==> src/rtl/qerv_dbus_pkg.sv <==
// Shared encodings for the qerv data-bus interface and its lane-select helper.
package qerv_dbus_pkg;

    typedef enum logic [1:0] {
        IDLE = 2'd0,
        BUS  = 2'd1,
        HOLD = 2'd2
    } state_t;

    localparam logic [1:0] SZ_B = 2'b00;
    localparam logic [1:0] SZ_H = 2'b01;
    localparam logic [1:0] SZ_W = 2'b10;

    // A halfword must sit on an even byte and a word on byte 0; bytes fit anywhere.
    function automatic logic is_misaligned(input logic [1:0] size, input logic [1:0] lsb);
        logic mis;
        mis = 1'b0;
        case (size)
            SZ_B:    mis = 1'b0;
            SZ_H:    mis = lsb[0];
            default: mis = (lsb != 2'b00);
        endcase
        return mis;
    endfunction

endpackage

==> src/rtl/qerv_dbus_sel.sv <==
// Byte-lane enables and write-data lane replication from access size and byte offset.
module qerv_dbus_sel
    import qerv_dbus_pkg::*;
(
    input  logic [1:0]  size,
    input  logic [1:0]  lsb,
    input  logic [31:0] data,
    output logic [3:0]  sel,
    output logic [31:0] dat
);

    always_comb begin
        sel = 4'b1111;
        dat = data;
        case (size)
            SZ_B: begin
                sel = 4'b0001 << lsb;
                dat = {4{data[7:0]}};
            end
            SZ_H: begin
                // An odd offset is truncated to the enclosing halfword.
                sel = 4'b0011 << {lsb[1], 1'b0};
                dat = {2{data[15:0]}};
            end
            default: ;
        endcase
    end

endmodule

==> src/rtl/qerv_dbus_if.sv <==
// Serial data-bus interface: one classic bus cycle per load/store, loads returned W bits per cycle.
// Optional QERV_DBUS_MISALIGN_TRAP_EN rejects misaligned requests and pulses o_misalign.
module qerv_dbus_if
    import qerv_dbus_pkg::*;
#(
    parameter  int W = 1,
    localparam int B = W - 1
) (
    input  logic        i_clk,
    input  logic        i_rst_n,
    input  logic        i_st_en,
    input  logic [B:0]  i_rs2,
    input  logic        i_req,
    input  logic        i_we,
    input  logic [1:0]  i_size,
    input  logic        i_signed,
    input  logic [1:0]  i_lsb,
    input  logic [31:0] i_adr,
    input  logic        i_ld_en,
    output logic [B:0]  o_rd,
    output logic [31:0] o_dbus_adr,
    output logic [31:0] o_dbus_dat,
    output logic [3:0]  o_dbus_sel,
    output logic        o_dbus_we,
    output logic        o_dbus_cyc,
    input  logic [31:0] i_dbus_rdt,
    input  logic        i_dbus_ack,
    output logic        o_ack,
    output logic        o_busy
`ifdef QERV_DBUS_MISALIGN_TRAP_EN
    ,
    output logic        o_misalign
`endif
);

    state_t      state_reg, state_next;
    logic [31:0] data_reg;
    logic [31:0] adr_reg;
    logic [31:0] dat_reg;
    logic [3:0]  sel_reg;
    logic        we_reg;
    logic [1:0]  size_reg;
    logic [1:0]  lsb_reg;
    logic        signed_reg;
    logic        sign_reg;
    logic [4:0]  count_reg;

    logic [3:0]  sel_next;
    logic [31:0] dat_next;
    logic        misalign;
    logic        accept;
    logic        bus_done;
    logic        ld_shift;
    logic        hold_last;
    logic [31:0] rdt_shifted;
    logic [B:0]  rd_masked;

    qerv_dbus_sel u_sel (
        .size (i_size),
        .lsb  (i_lsb),
        .data (data_reg),
        .sel  (sel_next),
        .dat  (dat_next)
    );

`ifdef QERV_DBUS_MISALIGN_TRAP_EN
    assign misalign = (state_reg == IDLE) && i_req && is_misaligned(i_size, i_lsb);
`else
    assign misalign = 1'b0;
`endif

    assign accept      = (state_reg == IDLE) && i_req && !misalign;
    assign bus_done    = (state_reg == BUS) && i_dbus_ack;
    assign ld_shift    = (state_reg == HOLD) && i_ld_en;
    assign hold_last   = (count_reg == 5'(32 - W));
    assign rdt_shifted = i_dbus_rdt >> {lsb_reg, 3'b000};

    // Bits beyond the loaded width are replaced by the captured sign (or zero).
    for (genvar gi = 0; gi < W; gi++) begin : g_rd
        logic [5:0] pos;
        assign pos = {1'b0, count_reg} + 6'(gi);
        assign rd_masked[gi] = ((size_reg == SZ_B && pos >= 6'd8) ||
                                (size_reg == SZ_H && pos >= 6'd16)) ? sign_reg : data_reg[gi];
    end

    always_ff @(posedge i_clk or negedge i_rst_n) begin
        if (!i_rst_n) begin
            state_reg <= IDLE;
        end else begin
            state_reg <= state_next;
        end
    end

    always_comb begin
        state_next = state_reg;
        case (state_reg)
            IDLE:    if (accept) state_next = BUS;
            BUS:     if (i_dbus_ack) state_next = we_reg ? IDLE : HOLD;
            HOLD:    if (i_ld_en && hold_last) state_next = IDLE;
            default: state_next = IDLE;
        endcase
    end

    always_comb begin
        o_dbus_cyc = (state_reg == BUS);
        o_ack      = bus_done;
        o_busy     = (state_reg != IDLE);
        o_rd       = '0;
        if (ld_shift) o_rd = rd_masked;
    end

    always_ff @(posedge i_clk or negedge i_rst_n) begin
        if (!i_rst_n) begin
            data_reg   <= '0;
            adr_reg    <= '0;
            dat_reg    <= '0;
            sel_reg    <= '0;
            we_reg     <= 1'b0;
            size_reg   <= SZ_W;
            lsb_reg    <= '0;
            signed_reg <= 1'b0;
            sign_reg   <= 1'b0;
            count_reg  <= '0;
        end else begin
            if (accept) begin
                adr_reg    <= i_adr;
                we_reg     <= i_we;
                size_reg   <= i_size;
                lsb_reg    <= i_lsb;
                signed_reg <= i_signed;
                sel_reg    <= sel_next;
                dat_reg    <= dat_next;
            end
            if (bus_done && !we_reg) begin
                data_reg  <= rdt_shifted;
                count_reg <= '0;
                sign_reg  <= signed_reg & ((size_reg == SZ_H) ? rdt_shifted[15] : rdt_shifted[7]);
            end else if (ld_shift) begin
                data_reg  <= data_reg >> W;
                count_reg <= count_reg + 5'(W);
            end else if (i_st_en && state_reg != BUS) begin
                data_reg <= {i_rs2, data_reg[31:W]};
            end
        end
    end

`ifdef QERV_DBUS_MISALIGN_TRAP_EN
    logic misalign_reg;
    always_ff @(posedge i_clk or negedge i_rst_n) begin
        if (!i_rst_n) begin
            misalign_reg <= 1'b0;
        end else begin
            misalign_reg <= misalign;
        end
    end
    assign o_misalign = misalign_reg;
`endif

    assign o_dbus_adr = adr_reg;
    assign o_dbus_dat = dat_reg;
    assign o_dbus_sel = sel_reg;
    assign o_dbus_we  = we_reg;

endmodule

==> config.mk <==
export PLATFORM = sky130hd
export DESIGN_NAME = qerv_dbus_if
export DESIGN_NICKNAME = d
export VERILOG_FILES = /design/src/rtl/qerv_dbus_pkg.sv /design/src/rtl/qerv_dbus_sel.sv /design/src/rtl/qerv_dbus_if.sv
export SDC_FILE = /design/constraint.sdc
export NUM_CORES = 1
export LEC_CHECK = 0
export ABC_AREA = 0
export BUFFER_PORTS_ARGS = -buffer_cell sky130_fd_sc_hd__buf_4
export CAP_MARGIN = 30
export CORE_ASPECT_RATIO = 1.25
export CORE_MARGIN = 2
export CORE_UTILIZATION = 25
export CTS_CLUSTER_SIZE = 24
export DETAILED_ROUTE_END_ITERATION = 8
export PLACE_DENSITY_LB_ADDON = 0.12
export SLEW_MARGIN = 20
export SYNTH_ARGS = -nofsm -noshare
export SYNTH_HDL_FRONTEND = slang
export SYNTH_SLANG_ARGS = --single-unit
==> constraint.sdc <==
create_clock -name i_clk -period 1.7 [get_ports i_clk]
set_input_delay 0.17 -clock i_clk [delete_from_list [all_inputs] [get_ports i_clk]]
set_output_delay 0.17 -clock i_clk [all_outputs]
set_load 0.005 [all_outputs]
== After elaboration in Yosys (flattened, before gate mapping) ==
Index checks and enable logic that the tools add are counted.

* Add/subtract/negate cells: 1
* Magnitude comparators: 2
* Equal/unequal tests: 9
* Shift-type cells: 3
* Mux-type cells: 15
* Bitwise operators: 1
* Reduce and logical (&&, ||, !) cells: 17

{| class="wikitable"
|+ Operators by type and width
! operator !! count
|-
| 32-bit two-way mux || 3
|-
| 32-bit one-hot mux with 2 select lines || 1
|-
| 32-bit by 5-bit right shift with 32-bit output || 1
|-
| 5-bit two-way mux || 2
|-
| 1-bit logical AND || 8
|-
| 2-bit two-way mux || 4
|-
| 4-bit one-hot mux with 2 select lines || 1
|-
| 2-bit by 1-bit equality test with 1-bit output, second input constant || 3
|-
| 2-bit zero test || 3
|-
| 2-bit by 1-bit inequality test with 1-bit output, second input constant || 3
|-
| 2-bit one-hot mux with 3 select lines || 1
|-
| 5-bit by 1-bit adder with 5-bit output, second input constant || 1
|-
| 5-bit equality test, second input constant || 1
|-
| 5-bit by 4-bit >= comparator with 1-bit output, second input constant || 1
|-
| 5-bit >= comparator, second input constant || 1
|-
| 2-bit nonzero test || 2
|-
| 1-bit by 2-bit << shifter with 4-bit output, first input constant || 1
|-
| 2-bit by 2-bit << shifter with 4-bit output, first input constant || 1
|-
| 1-bit two-way mux || 3
|-
| 3-bit AND reduction || 1
|-
| 3-bit nonzero test || 1
|-
| 2-bit equality test, second input constant || 1
|-
| 2-bit inequality test, second input constant || 1
|-
| 1-bit bitwise AND || 1
|-
| other kinds (2) || 2
|}

* Flip-flop bits (word level): 114
* Bits of input ports: 77
* Output and inout port bits: 73

== Depth between registers and ports, before layout ==
* Word-level depth: 5
* Depth in mapped cells: 7
* Gate-level depth less buffers: 6

== Hierarchy ==
A second synthesis with hierarchy kept.

* Cell total of the unflattened synthesis: 459
* Area, all modules: 5804.3 µm²

{| class="wikitable"
|+ Modules (own cells, without submodules)
! module !! times used !! cells each !! area each (µm²)
|-
| qerv_dbus_if || 1 || 399 || 5280.1
|-
| qerv_dbus_sel || 1 || 60 || 524.3
|}

== Worst setup path before layout ==
No wires, ideal clock.

* Path type: register -> register
* From: register state_reg[1]
* To: register data_reg[29]
* Setup time: 0.126 ns
* Data arrival time: 1.336 ns
* Required time: 1.574 ns
* Slack: 0.238 ns
* Stages on the path, launching flop included: 8
* Clock period less this slack: 1.462 ns
* Cell sequence: dfrtp_1 > buf_6 > nand4bb_1 > buf_6 > o211a_4 > buf_6 > a221oi_1 > nor2_1

* Word-level cells in the longest chain between the ends: 4
* Elaborated cells between the ends (all ways): 10
* Classes of those cells: 3 x eq/ne; 2 x mux; 5 x reduce/logical

{| class="wikitable"
|+ Ends and longest elaborated chain
! element !! line !! RTL
|-
| from (decl) || qerv_dbus_if.sv:36 || <nowiki>state_t state_reg, state_next;</nowiki>
|-
| from (signal assigned) || qerv_dbus_if.sv:90 || <nowiki>state_reg <= state_next;</nowiki>
|-
| 2-bit equality test / 2-bit by 1-bit equality test with 1-bit output (equally long branches) || qerv_dbus_if.sv:74, qerv_dbus_if.sv:73 ||
|-
| 1-bit logical AND, on equally long branches || qerv_dbus_if.sv:74, qerv_dbus_if.sv:73 ||
|-
| 32-bit two-way mux / 1-bit logical AND (equally long branches) || qerv_dbus_if.sv:138, qerv_dbus_if.sv:134 ||
|-
| 32-bit two-way mux / 3-bit nonzero test (equally long branches) || n/a ||
|-
| to (signal assigned) || qerv_dbus_if.sv:135 || <nowiki>data_reg <= rdt_shifted;</nowiki>
|-
| to (signal assigned) || qerv_dbus_if.sv:139 || <nowiki>data_reg <= data_reg >> W;</nowiki>
|-
| to (signal assigned) || qerv_dbus_if.sv:142 || <nowiki>data_reg <= {i_rs2, data_reg[31:W]};</nowiki>
|-
| to (decl) || qerv_dbus_if.sv:37 || <nowiki>logic [31:0] data_reg;</nowiki>
|}

Several ways; a longest one is shown, not always the timed one.
A chain may end at the register's enable or synchronous reset.

== Worst setup path after layout ==
* From: register size_reg[0]
* To: output port o_rd

* Word-level cells in the longest chain between the ends: 5
* Elaborated cells between the ends (all ways): 7
* Classes of those cells: 1 x eq/ne; 2 x mux; 4 x reduce/logical

{| class="wikitable"
|+ Ends and longest elaborated chain
! element !! line !! RTL
|-
| from (decl) || qerv_dbus_if.sv:42 || <nowiki>logic [1:0] size_reg;</nowiki>
|-
| from (signal assigned) || qerv_dbus_if.sv:128 || <nowiki>size_reg <= i_size;</nowiki>
|-
| 2-bit by 1-bit equality test with 1-bit output / 2-bit zero test (equally long branches) || qerv_dbus_if.sv:83, qerv_dbus_if.sv:82 ||
|-
| 1-bit logical AND, on equally long branches || qerv_dbus_if.sv:83, qerv_dbus_if.sv:82 ||
|-
| 1-bit logical OR * || qerv_dbus_if.sv:82 || <nowiki>assign rd_masked[gi] = ((size_reg == SZ_B && pos >= 6'd8) ||</nowiki>
|-
| 1-bit two-way mux * || qerv_dbus_if.sv:83 || <nowiki>(size_reg == SZ_H && pos >= 6'd16)) ? sign_reg : data_reg[gi];</nowiki>
|-
| 1-bit two-way mux * || qerv_dbus_if.sv:109 || <nowiki>if (ld_shift) o_rd = rd_masked;</nowiki>
|-
| to (decl) || qerv_dbus_if.sv:20 || <nowiki>output logic [B:0] o_rd,</nowiki>
|}

Mark *: on every way between the ends. The rest lies on a longest branch, timed or not.

==> key figures <==
Route
  • ANT nets after route: 0
  • DR DRC count: 0
  • Total wire length: 17.63 mm
  • 1st-iter DRT viols: 245
  • Drt pass-1 iters: 4
  • Vias: 4,885
  • Wire length per cell: 16.21 um
  • Via density per instance: 4.490

Status
  • Outcome: complete, but fails checks
  • Failing checks: setup timing

Logic synthesis
  • Number of flops mapped to enable cells by yosys: 0
  • Mapped Cells: 612
  • FF+latch count, synth: 114
  • Mean post-synth cell area: 9.020 sq um
  • Unique masters post-synth: 38
  • Synth warn: 0
  • Synth Cell Area: 5520 sq um
  • Synth Flop Type: dfrtp_1
  • Synth Net Count: 692
  • Asr flop ratio synth: 100.0%
  • Seq/Total Area, Yosys: 51.70%

Power
  • Sw Share: 35.53%
  • Comb pwr share: 37.7%
  • Static leakage: 0.003816 uW
  • Overall Power: 14,590 uW
  • Sequential Power Share: 35.3%
  • Pint: 9406 uW
  • Pwr per Cell Area: 1804 nW/um^2
  • P_sw: 5183 uW
  • Clk pwr share: 27.0%
  • Peak supply drop: 0.7257 mV

Setup path
  • Crit end category: primary output
  • Crit-path max FO: 2
  • Critical path class: reg2out
  • Delay of the slowest critical-path stage: 0.39 ns
  • Crit path DAT: 1.56 ns
  • CP dominant cell by count: a21oi_2
  • Critical path startpoint category: flip-flop
  • CP Cell Sequence: inv_2 > a21oi_2 > or3b_4 > a21oi_2 > buf_4
  • CP Data Required Time: 1.53 ns
  • Slowest CP cell: dfrtp_1

Cells and area
  • Commonest non-fill, non-tap cell in the layout: nand2_1
  • Share of layout cells above drive strength 1: 28.43%
  • # diodes: 0
  • Final Non-Filler Cells: 1,088
  • Most frequent cells in the layout: nand2_1, buf_4, dfrtp_1
  • Layout area overhead: 46.51%
  • Final net count: 876
  • Layout Utilization: 37.41%

STA
  • RSZ-0062 raised after global routing: true
  • Max Clk Rate: 0.5795 GHz
  • Slew @ Worst Pin: 0.5101 ns
  • Fin crit share: 101.5%
  • # setup viols final: 1
  • Hold Fails Final Rpt: 0
  • Max transition margin: 65.96%
  • Setup WS post-layout: -0.02548 ns
  • Final worst path period need: 1.725 ns
  • Worst clock skew: 0.009161 ns
  • Setup_tns: -0.02548 ns
  • Slew Limit Fails: 0
  • Hold slack final: 0.03532 ns

Placement
  • IO buf count: 149
  • Dpl hpwl: 12.93 mm
  • Placer's final routability congestion estimate: 0.7879
  • Placed cells: 1,017

Floorplan
  • Die Height: 170.1 um
  • Num ports: 150
  • Initial Util: 25.53%
  • Die Area: 23,290 sq um
  • Die X: 136.9 um
  • Site Rows: 60
  • Core ar.: 21,620 sq um

Clock tree
  • CTS H-tree depth: 4
  • Sink count of the clock tree: 114
  • Inserted Clock Buffers: 17
  • CTS clk-pin slew, worst paths: 0.05 ns
  • Root Driver: clkbuf_16
  • Clk_lat worst skew: 0.42 ns
  • Clock tree from TritonCTS: done
  • CTS Buffer Depth: 2

Global route
  • Total global routing overflow: 0
  • Largest net degree at the start of global routing: 87
  • Initial antenna violation count: 0
  • Vias in the first global route: 5,046
  • Total track usage: 15.66%
  • First-pass GRT wire length: 27.83 mm

Hold path
  • Hold WC Path Type: in2reg

Job
  • Max cap viols: 0
## what timing repair did
item,CTS,global route
gates cloned,0,0
gates resized for setup,3,6
hold buffers,36,0
pin swaps,1,2
setup endpoints to repair,1,13
endpoints found under the hold margin,65,0
setup buffers,2,1
## critical path, delay by kind of cell (launching register included)
kind,cells,cell delay (ns)
AOI/OAI and AO/OA,2,0.19
buffers and inverters,2,0.20
and+or+nand+nor,1,0.37
DFF,1,0.39
## cell usage after synthesis, types with 2 or more instances
| library cell | n | share of area (%) |
|---|---|---|
| and2_1 | 2 | 0.23 |
| clkbuf_1 | 13 | 0.88 |
| a21oi_1 | 48 | 4.4 |
| o211ai_1 | 16 | 2.2 |
| buf_2 | 26 | 2.4 |
| ha_1 | 3 | 0.68 |
| o21ai_0 | 46 | 4.2 |
| inv_1 | 6 | 0.41 |
| a31oi_1 | 3 | 0.34 |
| buf_6 | 4 | 0.82 |
| nand2b_1 | 3 | 0.34 |
| xor2_1 | 2 | 0.32 |
| nand2_1 | 188 | 13 |
| nor3_1 | 8 | 0.73 |
| mux2_2 | 8 | 1.6 |
| a221oi_1 | 7 | 1.1 |
| dfrtp_1 | 113 | 51 |
| nand3b_1 | 11 | 1.5 |
| mux2i_1 | 41 | 7.4 |
| nor2_1 | 46 | 3.1 |
## final cells by class
cell class	instances	area [sq um]
inverters	6	22.52
clock inverters	13	207.7
repair buffers	209	1759
fillers	2211	13530
well taps	279	349.1
multi-input cells	448	2449
clock buffers	19	442.9
flip-flops and latches	114	2858
## final timing paths
path,depth (start not counted),slack (ns),endpoint,start
min,3,0.04,state_reg[0],i_req
min reg2reg,2,0.48,o_dbus_adr[13],o_dbus_adr[13]
min in group asynchronous,2,0.30,o_dbus_sel[0],i_rst_n
max in group asynchronous,3,0.78,o_dbus_adr[2],i_rst_n
max reg2reg,6,0.14,data_reg[31],state_reg[1]
max,5,-0.03,o_rd,size_reg[0]
## cell families after synthesis
logic type | share of synthesized area (%)
AOI/OAI and AO/OA | 13.19
xor gates and xnor gates | 0.4761
adders and majority gates | 0.6800
buffers and inverters | 4.601
DFF | 51.70
muxes | 9.066
and+or+nand+nor | 20.29
## stage by stage
| stage | area, sq um | setup slack (ns) |
|---|---|---|
| finish | 8088 | -0.02548 |
| global route | 8088 | -0.09849 |
| global placement | 7005 | 0.1108 |
| floorplan | 5520 | 0.2382 |
| CTS | 8041 | -0.06878 |
| detailed placement | 7005 | 0.06034 |
## per-layer routing
layer | GRT usage [%] | wire (um) | up-vias
met5 | 0 | 0 | -
met4 | 4.437 | 156 | 0
met3 | 3.724 | 1055 | 11
met2 | 25.11 | 8161 | 156
met1 | 21.03 | 8261 | 2284
li1 | - | - | 2434
## power by group through the flow
| stage | logic [uW] | clock network [uW] | registers [uW] |
|---|---|---|---|
| floorplan | 3060 | 0 | 4810 |
| global placement | 5380 | 0 | 5160 |
| detailed placement | 5450 | 0 | 5200 |
| CTS | 5570 | 4050 | 5160 |
| global route | 6260 | 4160 | 5330 |
| finish | 5500 | 3940 | 5150 |
Note: power is estimated with default switching activity, not from simulation.
